$ cat config.mk
export PLATFORM = sky130hd
export DESIGN_NAME = rect_click_detector
export DESIGN_NICKNAME = d
export VERILOG_FILES = /design/src/rtl/rect_click_detector.sv
export SDC_FILE = /design/constraint.sdc
export NUM_CORES = 1
export LEC_CHECK = 0
export ABC_CLOCK_PERIOD_IN_PS = 5400
export CORE_ASPECT_RATIO = 0.5
export CORE_MARGIN = 1
export CORE_UTILIZATION = 40
export DETAILED_ROUTE_END_ITERATION = 10
export PLACE_DENSITY = 0.69
export SLEW_MARGIN = 20
export SYNTH_ARGS = -nofsm -noshare
export SYNTH_HDL_FRONTEND = slang
export SYNTH_SLANG_ARGS = --single-unit
$ cat constraint.sdc
create_clock -name pclk -period 5.4 [get_ports pclk]
set_input_delay 1.08 -clock pclk [delete_from_list [all_inputs] [get_ports pclk]]
set_output_delay 1.08 -clock pclk [all_outputs]
set_load 0.02 [all_outputs]
$ cat src/rtl/rect_click_detector.sv
// rect_click_detector: registers mouse/rectangle inputs, hit-tests the published
// clickable rectangle, debounces the left button and emits one-cycle click pulses
// (rect_clicked_play / mouse_clicked_stop) for the game state machine.
module rect_click_detector #(
  parameter int unsigned DEBOUNCE_CYCLES = 4,
  parameter logic [1:0]  SCORE_STATE     = 2'b11
) (
  input  logic        pclk,
  input  logic        rst_n,
  input  logic [11:0] xpos,
  input  logic [11:0] ypos,
  input  logic        mouse_left,
  input  logic [10:0] hstart_click_play,
  input  logic [10:0] vstart_click_play,
  input  logic [10:0] hlength_click_play,
  input  logic [10:0] vlength_click_play,
  input  logic [1:0]  state,
  output logic        rect_clicked_play,
  output logic        mouse_clicked_stop,
  output logic        hover
);

  localparam int unsigned POS_W = 12;
  localparam int unsigned RECT_W = 11;
  localparam int unsigned CNT_W = (DEBOUNCE_CYCLES < 2) ? 1 : $clog2(DEBOUNCE_CYCLES + 1);
  localparam logic [CNT_W-1:0] CNT_LAST = CNT_W'(DEBOUNCE_CYCLES - 1);

  typedef enum logic [1:0] {
    ST_REL    = 2'd0,
    ST_ARMED  = 2'd1,
    ST_CANCEL = 2'd2,
    ST_SPRESS = 2'd3
  } fsm_t;

  // registered copies of all inputs
  logic [POS_W-1:0]  xpos_q, ypos_q;
  logic              btn_q;
  logic [RECT_W-1:0] hstart_q, vstart_q, hlength_q, vlength_q;
  logic [1:0]        state_q;

  // debounce and FSM state
  logic              db_q;
  logic              db_prev_q;
  logic [CNT_W-1:0]  cnt_q;
  fsm_t              fsm_q, fsm_next_c;
  logic              rect_next_c, stop_next_c;

  logic [POS_W-1:0]  hend_c, vend_c;
  logic              inside_c;
  logic              press_c, release_c;

  // input stage: one register on everything that feeds a decision
  always_ff @(posedge pclk or negedge rst_n) begin
    if (!rst_n) begin
      xpos_q    <= '0;
      ypos_q    <= '0;
      btn_q     <= 1'b0;
      hstart_q  <= '0;
      vstart_q  <= '0;
      hlength_q <= '0;
      vlength_q <= '0;
      state_q   <= '0;
    end else begin
      xpos_q    <= xpos;
      ypos_q    <= ypos;
      btn_q     <= mouse_left;
      hstart_q  <= hstart_click_play;
      vstart_q  <= vstart_click_play;
      hlength_q <= hlength_click_play;
      vlength_q <= vlength_click_play;
      state_q   <= state;
    end
  end

  // hit-test; 11-bit operands summed into 12 bits cannot wrap
  always_comb begin
    hend_c   = POS_W'(hstart_q) + POS_W'(hlength_q);
    vend_c   = POS_W'(vstart_q) + POS_W'(vlength_q);
    inside_c = (hlength_q != '0) && (vlength_q != '0) &&
               (xpos_q >= POS_W'(hstart_q)) && (xpos_q < hend_c) &&
               (ypos_q >= POS_W'(vstart_q)) && (ypos_q < vend_c);
  end

  // debounce: flip after DEBOUNCE_CYCLES consecutive disagreeing samples
  always_ff @(posedge pclk or negedge rst_n) begin
    if (!rst_n) begin
      db_q      <= 1'b0;
      db_prev_q <= 1'b0;
      cnt_q     <= '0;
    end else begin
      db_prev_q <= db_q;
      if (btn_q == db_q) begin
        cnt_q <= '0;
      end else if (cnt_q == CNT_LAST) begin
        db_q  <= btn_q;
        cnt_q <= '0;
      end else begin
        cnt_q <= cnt_q + CNT_W'(1);
      end
    end
  end

  assign press_c   = db_q & ~db_prev_q;
  assign release_c = ~db_q & db_prev_q;

  // click FSM next state and pulse decode
  always_comb begin
    fsm_next_c  = fsm_q;
    rect_next_c = 1'b0;
    stop_next_c = 1'b0;
    case (fsm_q)
      ST_REL: begin
        if (press_c) begin
          if (state_q == SCORE_STATE) fsm_next_c = ST_SPRESS;
          else if (inside_c)          fsm_next_c = ST_ARMED;
          else                        fsm_next_c = ST_CANCEL;
        end
      end
      ST_ARMED: begin
        // release outside the rectangle is a cancel, not a click
        if (release_c) begin
          rect_next_c = inside_c;
          fsm_next_c  = ST_REL;
        end else if (db_q && !inside_c) begin
          fsm_next_c = ST_CANCEL;
        end
      end
      ST_CANCEL: begin
        if (release_c) fsm_next_c = ST_REL;
      end
      ST_SPRESS: begin
        if (release_c) begin
          stop_next_c = 1'b1;
          fsm_next_c  = ST_REL;
        end
      end
      default: fsm_next_c = ST_REL;
    endcase
  end

  // FSM state and registered outputs
  always_ff @(posedge pclk or negedge rst_n) begin
    if (!rst_n) begin
      fsm_q              <= ST_REL;
      rect_clicked_play  <= 1'b0;
      mouse_clicked_stop <= 1'b0;
      hover              <= 1'b0;
    end else begin
      fsm_q              <= fsm_next_c;
      rect_clicked_play  <= rect_next_c;
      mouse_clicked_stop <= stop_next_c;
      hover              <= inside_c;
    end
  end

endmodule
==> key figures <==
Place
  – Dpl cells: 545
  – Number of I/O port buffers: 75
  – Dpl hpwl: 6.05 mm
  – Final Wtd Congestion: 0.772

Routing
  – DRC Markers: 0
  – WL final: 7.75 mm
  – Pre-Repair DR Iteration Count: 4
  – Wire length per cell: 13.8 µm
  – Detail Route Antenna Nets: 0
  – Vias: 2,672
  – DR iter-0 viols: 141
  – Vias per cell: 4.77

Timing
  – Layout Skew: 0.00661 ns
  – Final Cycle Share: 71.5%
  – RSZ-0062 raised after global routing: no
  – Fin. Hold Viols: 0
  – Setup TNS: 0 ns
  – Fmax: 0.259 GHz
  – Final count of negative-setup-slack endpoints: 0
  – Slew HR: 52.4%
  – Worst slew pin tran: 0.714 ns
  – Tmin final: 3.86 ns
  – Pins Over Slew Limit: 0

Critical path
  – Worst setup startpoint: hstart_q[0]
  – Flop2flop setup slack: 1.54 ns
  – Worst Path Max Fanout: 5
  – R2r worst-path depth: 18
  – R2R Path End: fsm_q[1]
  – Setup CP Type: flip-flop to flip-flop
  – Critical Path Sink Type: flip-flop
  – Crit path to: fsm_q[1]
  – WP data arrival: 4.08 ns
  – Reg-to-reg startpoint: hstart_q[0]
  – Worst EP required: 5.62 ns
  – Critical Path Start Type: flip-flop

Synthesis
  – Cells after synthesis: 335
  – Syn_nets: 477
  – Post-synth top cells: dfrtp_1 (81), ha_1 (67), inv_1 (33), a21oi_1 (21), a21o_1 (12)
  – Ys Warns: 0
  – Syn avg cell area: 12.0 µm²
  – Post-Syn Area: 0.00402 mm²
  – Leading post-synthesis cells by cell area: dfrtp_1 (50%), ha_1 (21%), inv_1 (3.1%)
  – Synth Register Bits: 81
  – Sequential share of the synthesized area: 50.4%
  – Top-count cell post-synth: dfrtp_1
  – Yosys cell types: 42
  – Cell taking the most area after synthesis: dfrtp_1
  – Post-synth EDFFs: 0
  – Main synth FF type: dfrtp_1
  – Asr flop ratio synth: 100%
  – Post-synth top area share: 50.4%

Global route
  – Overflow after GRT: 0
  – GRT Overall Usage: 16.7%
  – Vias in the first global route: 2,693
  – Largest net degree at the start of global routing: 82
  – First-pass GRT wire length: 12.8 mm
  – Antenna violations before repair: 0

Die
  – Effective utilization at floorplan: 41.9%
  – I/O Pins: 76
  – Die footprint: 0.0105 mm²
  – Num rows: 25
  – Chip width: 144 µm
  – CORE AREA: 0.00960 mm²
  – Die span in y: 72.9 µm

Pwr
  – Sw Share: 25.3%
  – Gate power share: 18.9%
  – Part of the power in registers: 40.8%
  – Leakage power: 0.00250 µW
  – Power per cell area: 326 mW/mm²
  – Internal: 1290 µW
  – Clock power share: 40.3%
  – Max IR drop VDD: 161 µV
  – Net switching power: 435 µW

Clocking
  – Resized cells post-CTS: 0
  – TritonCTS Sinks: 81
  – CTS tree: built
  – # Post-CTS Setup Buffers: 0
  – CTS max path bufs: 2
  – Cts bufs inserted: 9
  – Hold_buf cts: 0
  – Reg clk slew, reported paths: 0.06 ns
  – H-tree depth: 3
  – Later-pin clock latency in the skew report: 0.34 ns
  – Clock Tree Root: clkbuf_16

Run
  – MaxCap Viol Count: 0

Layout
  – Multi-input gate area: 0.00187 mm²
  – Fillers: 830
  – Layout cells sized above 1: 5.41%
  – Sequential cell area: 0.00203 mm²
  – Non-Filler Instances: 560
  – Fin nets: 563
  – Layout area overhead: 31.4%
  – N_diodes: 0

Min path
  – HP Class: flip-flop to flip-flop

Status
  – Outcome: complete, no violations
[power groups by stage]
stage / clock network, µW / registers, µW / logic [µW]
2_1_floorplan: 0 / 701 / 209
3_3_place_gp: 0 / 712 / 317
3_5_place_dp: 0 / 711 / 326
4_1_cts: 715 / 701 / 329
5_1_grt: 740 / 710 / 375
6_report: 693 / 702 / 325
[routing by layer]
layer	up-vias	wire length [µm]	global-route usage [%]
li1	1376	-	-
met1	1256	3730	22.0
met3	2	323	5.31
met2	38	3660	26.3
met5	-	0	0
met4	0	33	5.32
[per-stage QoR]
step | power (µW) | hold WS, ns | cell area [µm²] | util [%] | worst slack [ns]
floorplan | 911 | 0.419 | 4020 | - | 1.90
global placement | 1030 | 0.432 | 4940 | 51.4 | 1.66
detailed placement | 1040 | 0.434 | 4940 | 51.4 | 1.57
CTS | 1750 | 0.443 | 5280 | 55.0 | 1.54
global route | 1820 | 0.500 | 5280 | 55.0 | 1.25
finish | 1720 | 0.446 | 5280 | 55.0 | 1.54
[sequential cells by signal, indices dropped and copies added, names as in the netlist, 2 cells and up]
name	flops
state_q	2
xpos_q	12
cnt_q	3
vstart_q	11
fsm_q	2
hstart_q	11
hlength_q	11
ypos_q	12
vlength_q	11
[worst max-delay path: stages, from the launching register on]
cell       delay, ns
dfrtp_1         0.39
ha_1            0.23
fa_1            0.41
a21o_1          0.17
a21oi_1         0.23
o21bai_1        0.10
a21oi_1         0.23
o21ai_1         0.14
a21o_1          0.19
a21oi_1         0.16
xor2_1          0.17
ha_1            0.25
o21ai_0         0.15
o22ai_1         0.09
nor3_1          0.18
o21ai_1         0.09
and4bb_4        0.35
a21boi_1        0.08
a2bb2oi_1       0.13
[cell usage in the layout (no fill, tap or decap), drive strengths merged, types with 2 or more instances in the layout]
cell and count:
a2111oi 3, a211o 3, a211oi 4, a21boi 2, a21o 12, a21oi 21, bufinv 3, clkbuf 9
clkdlybuf4s50 74, clkinv 2, dfrtp 81, fa 2, ha 67, inv 34, nand2 9, nand2b 5
nand3 6, nand4 6, nor2 11, nor2b 5, nor3 6, nor4 5, o211ai 3, o21a 2
o21ai 13, o21bai 2, o2bb2ai 2, o311ai 2, or2 3, xnor2 9, xor2 7
[kinds of logic after synthesis]
logic type	after synthesis	share of synthesized area (%)
muxes	1	0.280
AOI/OAI and AO/OA	75	12.6
adders and majority gates	69	21.9
buffers and inverters	33	3.08
DFF	81	50.4
and+or+nand+nor	60	8.28
xor gates and xnor gates	16	3.49
[layout make-up]
cell class	count	share of cell area, %
clock buffer	9	4.26
multi-input combinational	221	35.4
timing repair buffer	75	14.2
inverter	33	2.35
sequential	81	38.4
clock inverter	6	2.20
tap	135	3.20
[worst min-delay path by stage]
stage	from	to	slack (ns)	cells past startpoint
detailed placement	cnt_q[0]	cnt_q[0]	0.43	1
global route	cnt_q[0]	cnt_q[0]	0.50	1
CTS	cnt_q[0]	cnt_q[0]	0.44	1
global placement	cnt_q[0]	cnt_q[0]	0.43	1
finish	cnt_q[0]	cnt_q[0]	0.45	1
floorplan	cnt_q[0]	cnt_q[0]	0.42	1
No activity file was read; power rests on OpenSTA's default activity.
